[config.mk]
export PLATFORM = sky130hd
export DESIGN_NAME = wb_cmd_master
export DESIGN_NICKNAME = d
export VERILOG_FILES = /design/src/rtl/wb_cmd_master.sv
export SDC_FILE = /design/constraint.sdc
export NUM_CORES = 1
export LEC_CHECK = 0
export ABC_AREA = 1
export CAP_MARGIN = 0
export CORE_UTILIZATION = 40
export CTS_CLUSTER_SIZE = 12
export DETAILED_ROUTE_END_ITERATION = 10
export GPL_ROUTABILITY_DRIVEN = 0
export PLACE_DENSITY_LB_ADDON = 0.2
export SETUP_SLACK_MARGIN = 0.05
export SLEW_MARGIN = 20
export SYNTH_ARGS = -nofsm -noshare
export SYNTH_HDL_FRONTEND = slang
export SYNTH_SLANG_ARGS = --single-unit
export TNS_END_PERCENT = 100
[constraint.sdc]
create_clock -name wb_clk_i -period 1.5 [get_ports wb_clk_i]
set_input_delay 0.15 -clock wb_clk_i [delete_from_list [all_inputs] [get_ports wb_clk_i]]
set_output_delay 0.15 -clock wb_clk_i [all_outputs]
set_load 0.01 [all_outputs]
[src/rtl/wb_cmd_master.sv]
// Wishbone B4 classic-cycle initiator. Accepts one register-access command
// at a time, runs it as a bus cycle with ERR/RTY/timeout handling and returns
// read data plus a termination status on the response port.
module wb_cmd_master #(
   parameter int unsigned TIMEOUT_CYCLES = 255,
   parameter int unsigned MAX_RETRY      = 3,
   parameter int unsigned RETRY_GAP      = 2
) (
   input  logic        wb_clk_i,
   input  logic        wb_rst_ni,
   input  logic        cmd_valid,
   output logic        cmd_ready,
   input  logic        cmd_we,
   input  logic [31:0] cmd_adr,
   input  logic [31:0] cmd_dat,
   input  logic [3:0]  cmd_sel,
   output logic        rsp_valid,
   input  logic        rsp_ready,
   output logic [31:0] rsp_dat,
   output logic [1:0]  rsp_status,
   output logic        wb_cyc_o,
   output logic        wb_stb_o,
   output logic        wb_we_o,
   output logic [31:0] wb_adr_o,
   output logic [31:0] wb_dat_o,
   output logic [3:0]  wb_sel_o,
   output logic [2:0]  wb_cti_o,
   output logic [1:0]  wb_bte_o,
   input  logic [31:0] wb_dat_i,
   input  logic        wb_ack_i,
   input  logic        wb_err_i,
   input  logic        wb_rty_i
);

   typedef enum logic [1:0] {S_IDLE, S_BUS, S_GAP, S_RESP} state_e;

   localparam logic [1:0] ST_OK  = 2'b00;
   localparam logic [1:0] ST_ERR = 2'b01;
   localparam logic [1:0] ST_RTY = 2'b10;
   localparam logic [1:0] ST_TMO = 2'b11;

   state_e      state_q, state_d;
   logic        cyc_q, cyc_d;
   logic        we_q, we_d;
   logic [31:0] adr_q, adr_d;
   logic [31:0] dat_q, dat_d;
   logic [3:0]  sel_q, sel_d;
   logic        rsp_valid_q, rsp_valid_d;
   logic [31:0] rsp_dat_q, rsp_dat_d;
   logic [1:0]  rsp_status_q, rsp_status_d;
   logic [3:0]  retry_q, retry_d;
   logic [15:0] tmo_q, tmo_d;
   logic [3:0]  gap_q, gap_d;
   // Keeps cmd_ready low while reset is asserted; it rises one edge after release.
   logic        rdy_en_q;

   assign cmd_ready  = (state_q == S_IDLE) && rdy_en_q;
   assign rsp_valid  = rsp_valid_q;
   assign rsp_dat    = rsp_dat_q;
   assign rsp_status = rsp_status_q;
   assign wb_cyc_o   = cyc_q;
   assign wb_stb_o   = cyc_q;
   assign wb_we_o    = we_q;
   assign wb_adr_o   = adr_q;
   assign wb_dat_o   = dat_q;
   assign wb_sel_o   = sel_q;
   assign wb_cti_o   = 3'b000;
   assign wb_bte_o   = 2'b00;

   // Next-state and registered-output decode for the bus sequencer.
   always_comb begin
      state_d      = state_q;
      cyc_d        = cyc_q;
      we_d         = we_q;
      adr_d        = adr_q;
      dat_d        = dat_q;
      sel_d        = sel_q;
      rsp_valid_d  = rsp_valid_q;
      rsp_dat_d    = rsp_dat_q;
      rsp_status_d = rsp_status_q;
      retry_d      = retry_q;
      tmo_d        = tmo_q;
      gap_d        = gap_q;

      case (state_q)
         S_IDLE: begin
            if (cmd_valid && cmd_ready) begin
               state_d = S_BUS;
               cyc_d   = 1'b1;
               we_d    = cmd_we;
               adr_d   = cmd_adr;
               dat_d   = cmd_dat;
               sel_d   = cmd_sel;
               retry_d = '0;
               tmo_d   = '0;
            end
         end
         S_BUS: begin
            if (wb_err_i) begin
               state_d      = S_RESP;
               cyc_d        = 1'b0;
               rsp_valid_d  = 1'b1;
               rsp_dat_d    = '0;
               rsp_status_d = ST_ERR;
            end else if (wb_ack_i) begin
               state_d      = S_RESP;
               cyc_d        = 1'b0;
               rsp_valid_d  = 1'b1;
               rsp_dat_d    = we_q ? '0 : wb_dat_i;
               rsp_status_d = ST_OK;
            end else if (wb_rty_i) begin
               if (retry_q < 4'(MAX_RETRY)) begin
                  state_d = S_GAP;
                  cyc_d   = 1'b0;
                  retry_d = retry_q + 4'd1;
                  gap_d   = 4'(RETRY_GAP - 1);
               end else begin
                  state_d      = S_RESP;
                  cyc_d        = 1'b0;
                  rsp_valid_d  = 1'b1;
                  rsp_dat_d    = '0;
                  rsp_status_d = ST_RTY;
               end
            end else if (tmo_q == 16'(TIMEOUT_CYCLES - 1)) begin
               state_d      = S_RESP;
               cyc_d        = 1'b0;
               rsp_valid_d  = 1'b1;
               rsp_dat_d    = '0;
               rsp_status_d = ST_TMO;
            end else begin
               tmo_d = tmo_q + 16'd1;
            end
         end
         S_GAP: begin
            if (gap_q == '0) begin
               state_d = S_BUS;
               cyc_d   = 1'b1;
               tmo_d   = '0;
            end else begin
               gap_d = gap_q - 4'd1;
            end
         end
         S_RESP: begin
            if (rsp_ready) begin
               state_d      = S_IDLE;
               rsp_valid_d  = 1'b0;
               rsp_dat_d    = '0;
               rsp_status_d = '0;
               we_d         = 1'b0;
               adr_d        = '0;
               dat_d        = '0;
               sel_d        = '0;
            end
         end
         default: state_d = S_IDLE;
      endcase
   end

   // State and output registers with synchronous active-low reset.
   always_ff @(posedge wb_clk_i) begin
      if (!wb_rst_ni) begin
         state_q      <= S_IDLE;
         cyc_q        <= 1'b0;
         we_q         <= 1'b0;
         adr_q        <= '0;
         dat_q        <= '0;
         sel_q        <= '0;
         rsp_valid_q  <= 1'b0;
         rsp_dat_q    <= '0;
         rsp_status_q <= '0;
         retry_q      <= '0;
         tmo_q        <= '0;
         gap_q        <= '0;
         rdy_en_q     <= 1'b0;
      end else begin
         state_q      <= state_d;
         cyc_q        <= cyc_d;
         we_q         <= we_d;
         adr_q        <= adr_d;
         dat_q        <= dat_d;
         sel_q        <= sel_d;
         rsp_valid_q  <= rsp_valid_d;
         rsp_dat_q    <= rsp_dat_d;
         rsp_status_q <= rsp_status_d;
         retry_q      <= retry_d;
         tmo_q        <= tmo_d;
         gap_q        <= gap_d;
         rdy_en_q     <= 1'b1;
      end
   end

endmodule

==> reports/summary.txt, run 1 <==
max-slew violation count = 0
HPWL Detailed = 11.4 mm
final period utilization = 102%
core area = 14500 um2
ys async rst share = 0%
initial core utilization = 41.0%
pin count of the biggest net entering global routing = 47
area of the multi-input gates = 2880 um2
Finished Cell Area = 9750 um2
Mapped Cells = 873
Buffers on Ports = 214
detailed-route wire length = 18.3 mm
setup violators final = 1
outcome = complete, but fails checks
Avg Cell Area, Syn = 6.83 um2
Iter 0 DRT Violations = 334
unrepaired setup endpoints after global routing = true
top post-synthesis cells by area = dfxtp_1, nand2_1, nand3_1
remaining antenna violation count = 0
vias per cell = 4.80
number of fill cells = 1268
leakage power figure = 4.63 nW
Ports = 220
Hold Vio Cnt, Final = 0
CP required = 1860 ps
Die Span X = 124 um
Layout Nets = 1243
Wirelength per Cell = 13.8 um
first-pass GRT wire length = 27.8 mm
pwr/cell area = 1280 nW/um2
CP most frequent cell = nand2_1
Post-synth EDFFs = 0
critical path cell sequence = inv_2, ha_1, nand2_1, nor2_1, nand2_2, nand3_4, nand3_4, buf_12, nand2_1, nand2_1, nor2_1
Area Growth Syn to Fin = 63.4%
vias in the first global route = 5871
Post-Route Skew = 9.50 ps
YS warnings = 0
Remaining DRCs = 0
total track usage = 23.2%
post-synth top area cell = dfxtp_1
Worst Hold Class = input pin to register
total die area = 15400 um2
share of cells above drive strength 1 = 16.1%
final worst slack = -30.6 ps
root buffer cell = clkbuf_16
CTS clk-pin slew, worst paths = 60 ps
vias = 6381
Worst EP arrival = 1890 ps
critical path launch point type = register
crit path time final = 1530 ps
failing checks = setup timing
kind of critical path = register to register
worst hold margin = 271 ps
Max Clk Rate = 0.653 GHz
Synth top area share = 44.3%
post-synthesis instance area = 5970 um2
CP Capture Type = register
placed inst area = 8640 um2
post-cts hold buffer count = 0
Max H-tree Level = 4
drt pass-1 iters = 5
Clk Latency, worst-skew pair = 430 ps
grt ovf = 0
Sequential Area = 2660 um2
Worst path max stage delay = 320 ps
library cells used by synthesis = 37
peak supply drop = 873 uV
TritonCTS Buffers = 17
Clock Path Buffers = 2
Yosys reg bits = 132
Seq/Total Area, Yosys = 44.3%
initial antenna violation count = 0
row count = 44
Max Cap Viol = 0
Post-synth top flop = dfxtp_1
# clock sinks = 132
CTS tree = built
pre-CTS WS = -254 ps
DIE HEIGHT = 124 um
Crit Path Max Fanout = 12
Critical-path top delay cell = dfxtp_2
diode count = 0
## synthesized netlist by cell type (3+ instances only)
cell type / number
buf_6: 3
o21bai_1: 3
buf_2: 9
nand2_2: 3
buf_4: 10
clkbuf_1: 30
nor2_1: 95
a21oi_1: 92
nand4_1: 27
nand3_1: 97
nand2_1: 235
ha_1: 4
buf_1: 6
inv_1: 97
dfxtp_1: 132
inv_2: 4
## flip-flops by register name (all words and copies together) (netlist names)
name        cells
gap_q           4
tmo_q          16
rdy_en_q        1
rsp_valid       1
wb_we_o         1
wb_cyc_o        1
retry_q         4
wb_sel_o        4
rsp_status      2
rsp_dat        32
wb_adr_o       32
state_q         2
wb_dat_o       32
## timing repair
| action | 4_1_cts | 5_1_grt |
|---|---|---|
| gates cloned | 2 | 5 |
| buffers inserted | 5 | 1 |
| gates resized for setup | 137 | 69 |
| pin swaps | 10 | 10 |
| endpoints found under the hold margin | 0 | 0 |
| endpoints found under the setup margin | 153 | 140 |
## cell families (layout without fill, tap and decap cells)
kind of cell / after synthesis / after routing / share of synthesized area [%]
buf+inv: 161 / 428 / 11.5
simple gates: 471 / 471 / 34.1
other cells: 1 / 5 / 0.0629
compound gates: 101 / 101 / 8.77
xor+xnor: 3 / 3 / 0.441
flops: 132 / 132 / 44.3
fa+ha+maj: 4 / 4 / 0.839
## final timing paths
| path | start | slack, ps | to | cells after the start |
|---|---|---|---|---|
| setup / recovery | tmo_q[0] | -30 | rsp_dat[6] | 11 |
| hold / removal | cmd_adr[23] | 270 | wb_adr_o[23] | 3 |
| setup reg to reg | tmo_q[0] | -30 | rsp_dat[6] | 11 |
| hold reg to reg | retry_q[2] | 440 | retry_q[2] | 2 |
## power breakdown
group          internal [mW]  switching (mW)
Sequential              3.90           0.210
Combinational           1.66            1.81
Clock                   3.19            1.67
## metrics by stage
stage	power, mW	TNS [ps]	std cells	utilization [%]
6_report	12.4	-30.6	1328	67.1
3_5_place_dp	7.35	-11860	1283	59.5
2_1_floorplan	5.83	0	877	-
3_3_place_gp	7.32	-10910	1283	59.5
5_1_grt	13.1	-2560	1328	67.1
4_1_cts	12.2	0	1322	64.7
## area by class of cell
cell class / instances / share of cell area (%)
Clock inverter: 14 / 2.54
Timing Repair inverter: 1 / 0.0899
Inverter: 102 / 4.12
Clock buffer: 18 / 4.51
Timing Repair Buffer: 293 / 29.6
Sequential cell: 132 / 27.3
Tap cell: 184 / 2.36
Multi-Input combinational cell: 584 / 29.6
## critical path: cells and delay by family (launching register included)
kind,cells,cell delay (ps)
AND/OR/NAND/NOR,8,760
flip-flops,1,320
buffers and inverters,2,230
adder cells (fa/ha/maj),1,130
## metal layers
layer  share of wire, %  track usage (%)  vias to the layer above  routed length (um)
met1                 41             28.3                     2860                7570
met3                9.5             10.3                       40                1740
li1                   -                -                     3269                   -
met2                 47             36.5                      212                8600
met5                  0                0                        -                   0
met4                2.4             7.07                        0                 439
## cells in the final DEF (no fill, tap or decap), types with 11 or more instances in the layout
| master | instances |
|---|---|
| a21oi_1 | 87 |
| buf_4 | 56 |
| clkbuf_16 | 21 |
| clkdlybuf4s50_1 | 107 |
| dfxtp_1 | 122 |
| dlygate4sd2_1 | 97 |
| inv_1 | 92 |
| nand2_1 | 223 |
| nand2_2 | 11 |
| nand3_1 | 90 |
| nand4_1 | 27 |
| nor2_1 | 82 |
(Power assumes the default switching activity.)
==> run 2: changes to the inputs <==
--- a/config.mk
+++ b/config.mk
@@ -6,6 +6,7 @@
 export NUM_CORES = 1
 export LEC_CHECK = 0
 export ABC_AREA = 1
+export ABC_CLOCK_PERIOD_IN_PS = 1500
 export CAP_MARGIN = 0
 export CORE_UTILIZATION = 40
 export CTS_CLUSTER_SIZE = 12
@@ -13,6 +14,7 @@
 export GPL_ROUTABILITY_DRIVEN = 0
 export PLACE_DENSITY_LB_ADDON = 0.2
 export SETUP_SLACK_MARGIN = 0.05
+export SKIP_CTS_REPAIR_TIMING = 1
 export SLEW_MARGIN = 20
 export SYNTH_ARGS = -nofsm -noshare
 export SYNTH_HDL_FRONTEND = slang
==> reports/summary.txt, run 2 (synthesized netlist as in run 1, its figures left out) <==
first-pass GRT wire length = 26.9 mm (was 27.8 mm)
critical path launch point type = register (unchanged)
hold path endpoint = wb_sel_o[2] (was wb_adr_o[23])
CTS tree = built (unchanged)
pin count of the biggest net entering global routing = 47 (unchanged)
peak supply drop = 858 uV (was 873 uV)
initial antenna violation count = 0 (unchanged)
commonest non-fill, non-tap cells in the layout = nand2_1, dfxtp_1, clkdlybuf4s50_1 (unchanged)
share of cells above drive strength 1 = 17.6% (was 16.1%)
remaining antenna violation count = 0 (unchanged)
CTS clk-pin slew, worst paths = 60 ps (about the same)
Hold Vio Cnt, Final = 0 (unchanged)
detailed-route wire length = 18.8 mm (was 18.3 mm)
CP most frequent cell = nand2_1 (unchanged)
grt ovf = 0 (unchanged)
pwr/cell area = 1240 nW/um2 (was 1280 nW/um2)
Area Growth Syn to Fin = 71.6% (was 63.4%)
vias per cell = 4.81 (was 4.80)
CP delay by family, top = simple AND/OR/NAND/NOR gates (unchanged)
Critical R2R Launch = tmo_q[0] (unchanged)
Wirelength per Cell = 14.1 um (was 13.8 um)
R2R Setup Slk = -110 ps (was -30 ps)
failing checks = setup timing (unchanged)
Remaining DRCs = 0 (unchanged)
Max H-tree Level = 4 (unchanged)
row count = 44 (unchanged)
TritonCTS Buffers = 17 (unchanged)
Post-Route Skew = 8.20 ps (was 9.50 ps)
pre-CTS WS = -254 ps (unchanged)
drt pass-1 iters = 5 (unchanged)
CP required = 1860 ps (about the same)
initial core utilization = 41.0% (unchanged)
Sequential Area = 2660 um2 (about the same)
vias = 6416 (was 6381)
crit path time final = 1610 ps (was 1530 ps)
root buffer cell = clkbuf_16 (unchanged)
Die Span X = 124 um (unchanged)
Critical-path top delay cell = dfxtp_2 (unchanged)
Worst Hold Class = input pin to register (unchanged)
Clock Path Buffers = 2 (unchanged)
total die area = 15400 um2 (unchanged)
diode count = 0 (unchanged)
Worst path max stage delay = 330 ps (was 320 ps)
core area = 14500 um2 (unchanged)
Inst Count DP = 1283 (unchanged)
total track usage = 22.5% (was 23.2%)
Layout Nets = 1248 (was 1243)
number of fill cells = 1136 (was 1268)
Max Clk Rate = 0.622 GHz (was 0.653 GHz)
vias in the first global route = 5718 (was 5871)
# clock sinks = 132 (unchanged)
total stage count of the critical path = 11 (unchanged)
outcome = complete, but fails checks (unchanged)
fin cells = 1333 (was 1328)
final period utilization = 107% (was 102%)
Ports = 220 (unchanged)
worst path buffer plus inverter count = 2 (unchanged)
leakage power figure = 5.91 nW (was 4.63 nW)
Max Cap Viol = 0 (unchanged)
Buffers on Ports = 214 (unchanged)
kind of critical path = register to register (unchanged)
max-slew violation count = 0 (unchanged)
CP Capture Type = register (unchanged)
FF-to-FF path depth = 11 (unchanged)
unrepaired setup endpoints after global routing = true (unchanged)
HPWL Detailed = 11.4 mm (unchanged)
Clk Latency, worst-skew pair = 430 ps (about the same)
final core occ = 70.4% (was 67.1%)
Overall Power = 12.7 mW (was 12.4 mW)
DIE HEIGHT = 124 um (unchanged)
final worst slack = -108 ps (was -30.6 ps)
Crit Path Max Fanout = 6 (was 12)
setup violators final = 47 (was 1)
Worst Hold Launch = cmd_sel[2] (was cmd_adr[23])
critical path cell sequence = inv_2, ha_1, nand2_1, nor2_1, nand2_2, nand3_4, nand3_4, clkbuf_16, nand2_1, nand2_1, nor2_1 (was inv_2, ha_1, nand2_1, nor2_1, nand2_2, nand3_4, nand3_4, buf_12, nand2_1, nand2_1, nor2_1)
Worst EP arrival = 1960 ps (was 1890 ps)
commonest non-fill, non-tap cell in the layout = nand2_1 (unchanged)
R2R Path End = rsp_dat[6] (unchanged)
Iter 0 DRT Violations = 338 (was 334)
area of the multi-input gates = 2950 um2 (was 2880 um2)
worst hold path depth = 3 (unchanged)
## run 2: where the power goes
group	leakage, nW	internal, mW	total (mW)	switching, mW
Combinational	4.50	1.89	3.76	1.86
Sequential	1.08	3.90	4.11	0.207
Clock	0.333	3.19	4.86	1.67
Total	5.91	8.98	12.7	3.74
## run 2: worst register-to-register path, delay by kind of cell (launching register included)
family	cells	cell delay, ps
AND/OR/NAND/NOR	8	810
flip-flops	1	330
buffers and inverters	2	270
adder cells (fa/ha/maj)	1	130
## run 2: per-stage QoR
step | hold slack, ps | setup TNS [ps] | cell area [um2]
2_1_floorplan | 178 | 0 | 5980
3_3_place_gp | 429 | -10910 | 8640
3_5_place_dp | 429 | -11860 | 8640
4_1_cts | 261 | -638 | 9330
5_1_grt | 271 | -5650 | 10200
6_report | 277 | -1390 | 10200
## run 2: worst max path at each step
| stage | startpoint | end | slack [ps] |
|---|---|---|---|
| 4_1_cts | state_q[1] | cmd_ready | -330 |
| 5_1_grt | tmo_q[0] | rsp_dat[6] | -160 |
| 6_report | tmo_q[0] | rsp_dat[6] | -110 |
| 3_3_place_gp | wb_ack_i | state_q[1] | -220 |
| 2_1_floorplan | gap_q[0] | state_q[0] | 50 |
| 3_5_place_dp | wb_ack_i | state_q[1] | -250 |
## run 2: routing by layer
metal  part of all wire (%)  global-route usage (%)  vias up
met5                      0                       0        -
met4                    1.1                    6.62        0
met3                    8.4                    10.4       17
met2                     49                    34.9      190
met1                     42                    27.5     2922
li1                       -                       -     3287
## run 2: area by class of cell
class | instances | area share (%)
Inverter | 102 | 3.82
Clock inverter | 14 | 2.42
Timing Repair Buffer | 298 | 32.4
Tap cell | 184 | 2.25
Sequential cell | 132 | 26.0
Multi-Input combinational cell | 585 | 28.8
Clock buffer | 18 | 4.29
==> run 3: changes to the inputs <==
--- a/config.mk
+++ b/config.mk
@@ -6,9 +6,9 @@
 export NUM_CORES = 1
 export LEC_CHECK = 0
 export ABC_AREA = 1
-export ABC_CLOCK_PERIOD_IN_PS = 1500
+export ABC_CLOCK_PERIOD_IN_PS = 2000
 export CAP_MARGIN = 0
-export CORE_UTILIZATION = 40
+export CORE_UTILIZATION = 48
 export CTS_CLUSTER_SIZE = 12
 export DETAILED_ROUTE_END_ITERATION = 10
 export GPL_ROUTABILITY_DRIVEN = 0
==> constraint.sdc (replaced) <==
create_clock -name wb_clk_i -period 2 [get_ports wb_clk_i]
set_input_delay 0.2 -clock wb_clk_i [delete_from_list [all_inputs] [get_ports wb_clk_i]]
set_output_delay 0.2 -clock wb_clk_i [all_outputs]
set_load 0.01 [all_outputs]
==> reports/summary.txt, run 3 (synthesized netlist as in run 1, its figures left out) <==
# clock sinks = 132 (unchanged)
critical path cell sequence = nor2_2, and2_1, clkdlybuf4s50_1 (was inv_2, ha_1, nand2_1, nor2_1, nand2_2, nand3_4, nand3_4, clkbuf_16, nand2_1, nand2_1, nor2_1)
commonest non-fill, non-tap cell in the layout = nand2_1 (unchanged)
root buffer cell = clkbuf_16 (unchanged)
CTS clk-pin slew, worst paths = 50 ps (was 60 ps)
Max H-tree Level = 4 (unchanged)
peak supply drop = 584 uV (was 858 uV)
core area = 12100 um2 (was 14500 um2)
share of cells above drive strength 1 = 5.46% (was 17.6%)
vias = 6102 (was 6416)
setup violators final = 0 (was 47)
initial antenna violation count = 0 (unchanged)
fin cells = 1248 (was 1333)
Max Clk Rate = 0.535 GHz
CP Capture Type = output pin (was register)
Buffers on Ports = 214 (unchanged)
grt ovf = 0 (unchanged)
vias per cell = 4.89 (was 4.81)
Wirelength per Cell = 13.0 um (was 14.1 um)
Hold Vio Cnt, Final = 0 (unchanged)
Iter 0 DRT Violations = 341 (was 338)
leakage power figure = 3.61 nW (was 5.91 nW)
Post-Route Skew = 5.86 ps (was 8.20 ps)
Inst Count DP = 1219 (was 1283)
Area Growth Syn to Fin = 47.0% (was 71.6%)
pin count of the biggest net entering global routing = 71 (was 47)
initial core utilization = 49.5% (was 41.0%)
Crit Path Max Fanout = 5 (was 6)
total track usage = 26.0% (was 22.5%)
TNS Setup = 0 ps (was -1390 ps)
CTS tree = built (unchanged)
final period utilization = 93.4%
worst hold margin = 340 ps (was 277 ps)
commonest non-fill, non-tap cells in the layout = nand2_1, clkdlybuf4s50_1, dfxtp_1 (was nand2_1, dfxtp_1, clkdlybuf4s50_1)
Clock Path Buffers = 2 (unchanged)
vias in the first global route = 5716 (was 5718)
outcome = finished, final reports clean (was complete, but fails checks)
final core occ = 72.7% (was 70.4%)
CP required = 1800 ps (was 1860 ps)
Die Span X = 113 um (was 124 um)
diode count = 0 (unchanged)
pwr/cell area = 939 nW/um2 (was 1240 nW/um2)
TritonCTS Buffers = 17 (unchanged)
number of fill cells = 967 (was 1136)
unrepaired setup endpoints after global routing = false (was true)
Worst Hold Class = input pin to register (unchanged)
CP delay by family, top = buffers and inverters (was simple AND/OR/NAND/NOR gates)
worst path buffer plus inverter count = 1 (was 2)
Worst EP arrival = 1670 ps (was 1960 ps)
DIE HEIGHT = 113 um (was 124 um)
drt pass-1 iters = 5 (unchanged)
Critical-path top delay cell = clkdlybuf4s50_1 (was dfxtp_2)
Clk Latency, worst-skew pair = 420 ps (was 430 ps)
pre-CTS WS = 66.1 ps (was -254 ps)
Worst path max stage delay = 570 ps (was 330 ps)
worst-margin pin slew = 689 ps
remaining antenna violation count = 0 (unchanged)
crit path time final = 1870 ps
final worst slack = 132 ps (was -108 ps)
total die area = 12900 um2 (was 15400 um2)
Ports = 220 (unchanged)
max-slew violation count = 0 (unchanged)
Layout Nets = 1182 (was 1248)
relative slew slack = 54.1%
Max Cap Viol = 0 (unchanged)
area of the multi-input gates = 2650 um2 (was 2950 um2)
row count = 40 (was 44)
kind of critical path = register to output pin (was register to register)
detailed-route wire length = 16.3 mm (was 18.8 mm)
critical path launch point type = register (unchanged)
first-pass GRT wire length = 26.8 mm (was 26.9 mm)
HPWL Detailed = 10.9 mm (was 11.4 mm)
Remaining DRCs = 0 (unchanged)
Sequential Area = 2640 um2 (was 2660 um2)
-- run 3: power by group --
part | internal (mW) | switching, mW | leakage [nW]
clock | 1.87 | 1.06 | 0.273
sequential | 2.92 | 0.156 | 1.08
combinational | 1.08 | 1.15 | 2.26
-- run 3: per-layer routing --
metal | track usage (%) | part of all wire [%]
met5 | 0 | 0
met2 | 41.9 | 47
met4 | 9.82 | 2.5
met1 | 30.6 | 41
met3 | 11.4 | 9.3
-- run 3: path summary, 6_finish.rpt --
path	from	end	slack, ps	depth (start not counted)
max	state_q[1]	cmd_ready	130	3
max reg2reg	tmo_q[1]	tmo_q[12]	290	10
min reg2reg	retry_q[2]	retry_q[2]	440	2
min	cmd_adr[25]	wb_adr_o[25]	340	3
-- run 3: cell type report --
cell class / instances / share of cell area [%]
Clock inverter: 6 / 0.913
Tap cell: 168 / 2.40
Clock buffer: 23 / 5.33
Inverter: 102 / 4.36
Sequential cell: 132 / 30.1
Timing Repair Buffer: 233 / 26.6
Multi-Input combinational cell: 584 / 30.3
-- run 3: worst register-to-register path: stages, from the launching register on --
cell and delay, ps:
dfxtp_1 390, ha_1 260, nand3_1 190, nor2_1 170, nand2_1 130, nor2_1 160
nand2_1 70, nand2_1 60, nand3_1 60, nand2_1 70, nor2_1 50
-- run 3: stage by stage --
step                power (mW)  instance area (um2)
finish                    8.24                 8770
global route              8.72                 8770
CTS                       8.30                 8770
global placement          5.33                 8220
floorplan                 4.37                 5980
detailed placement        5.36                 8220
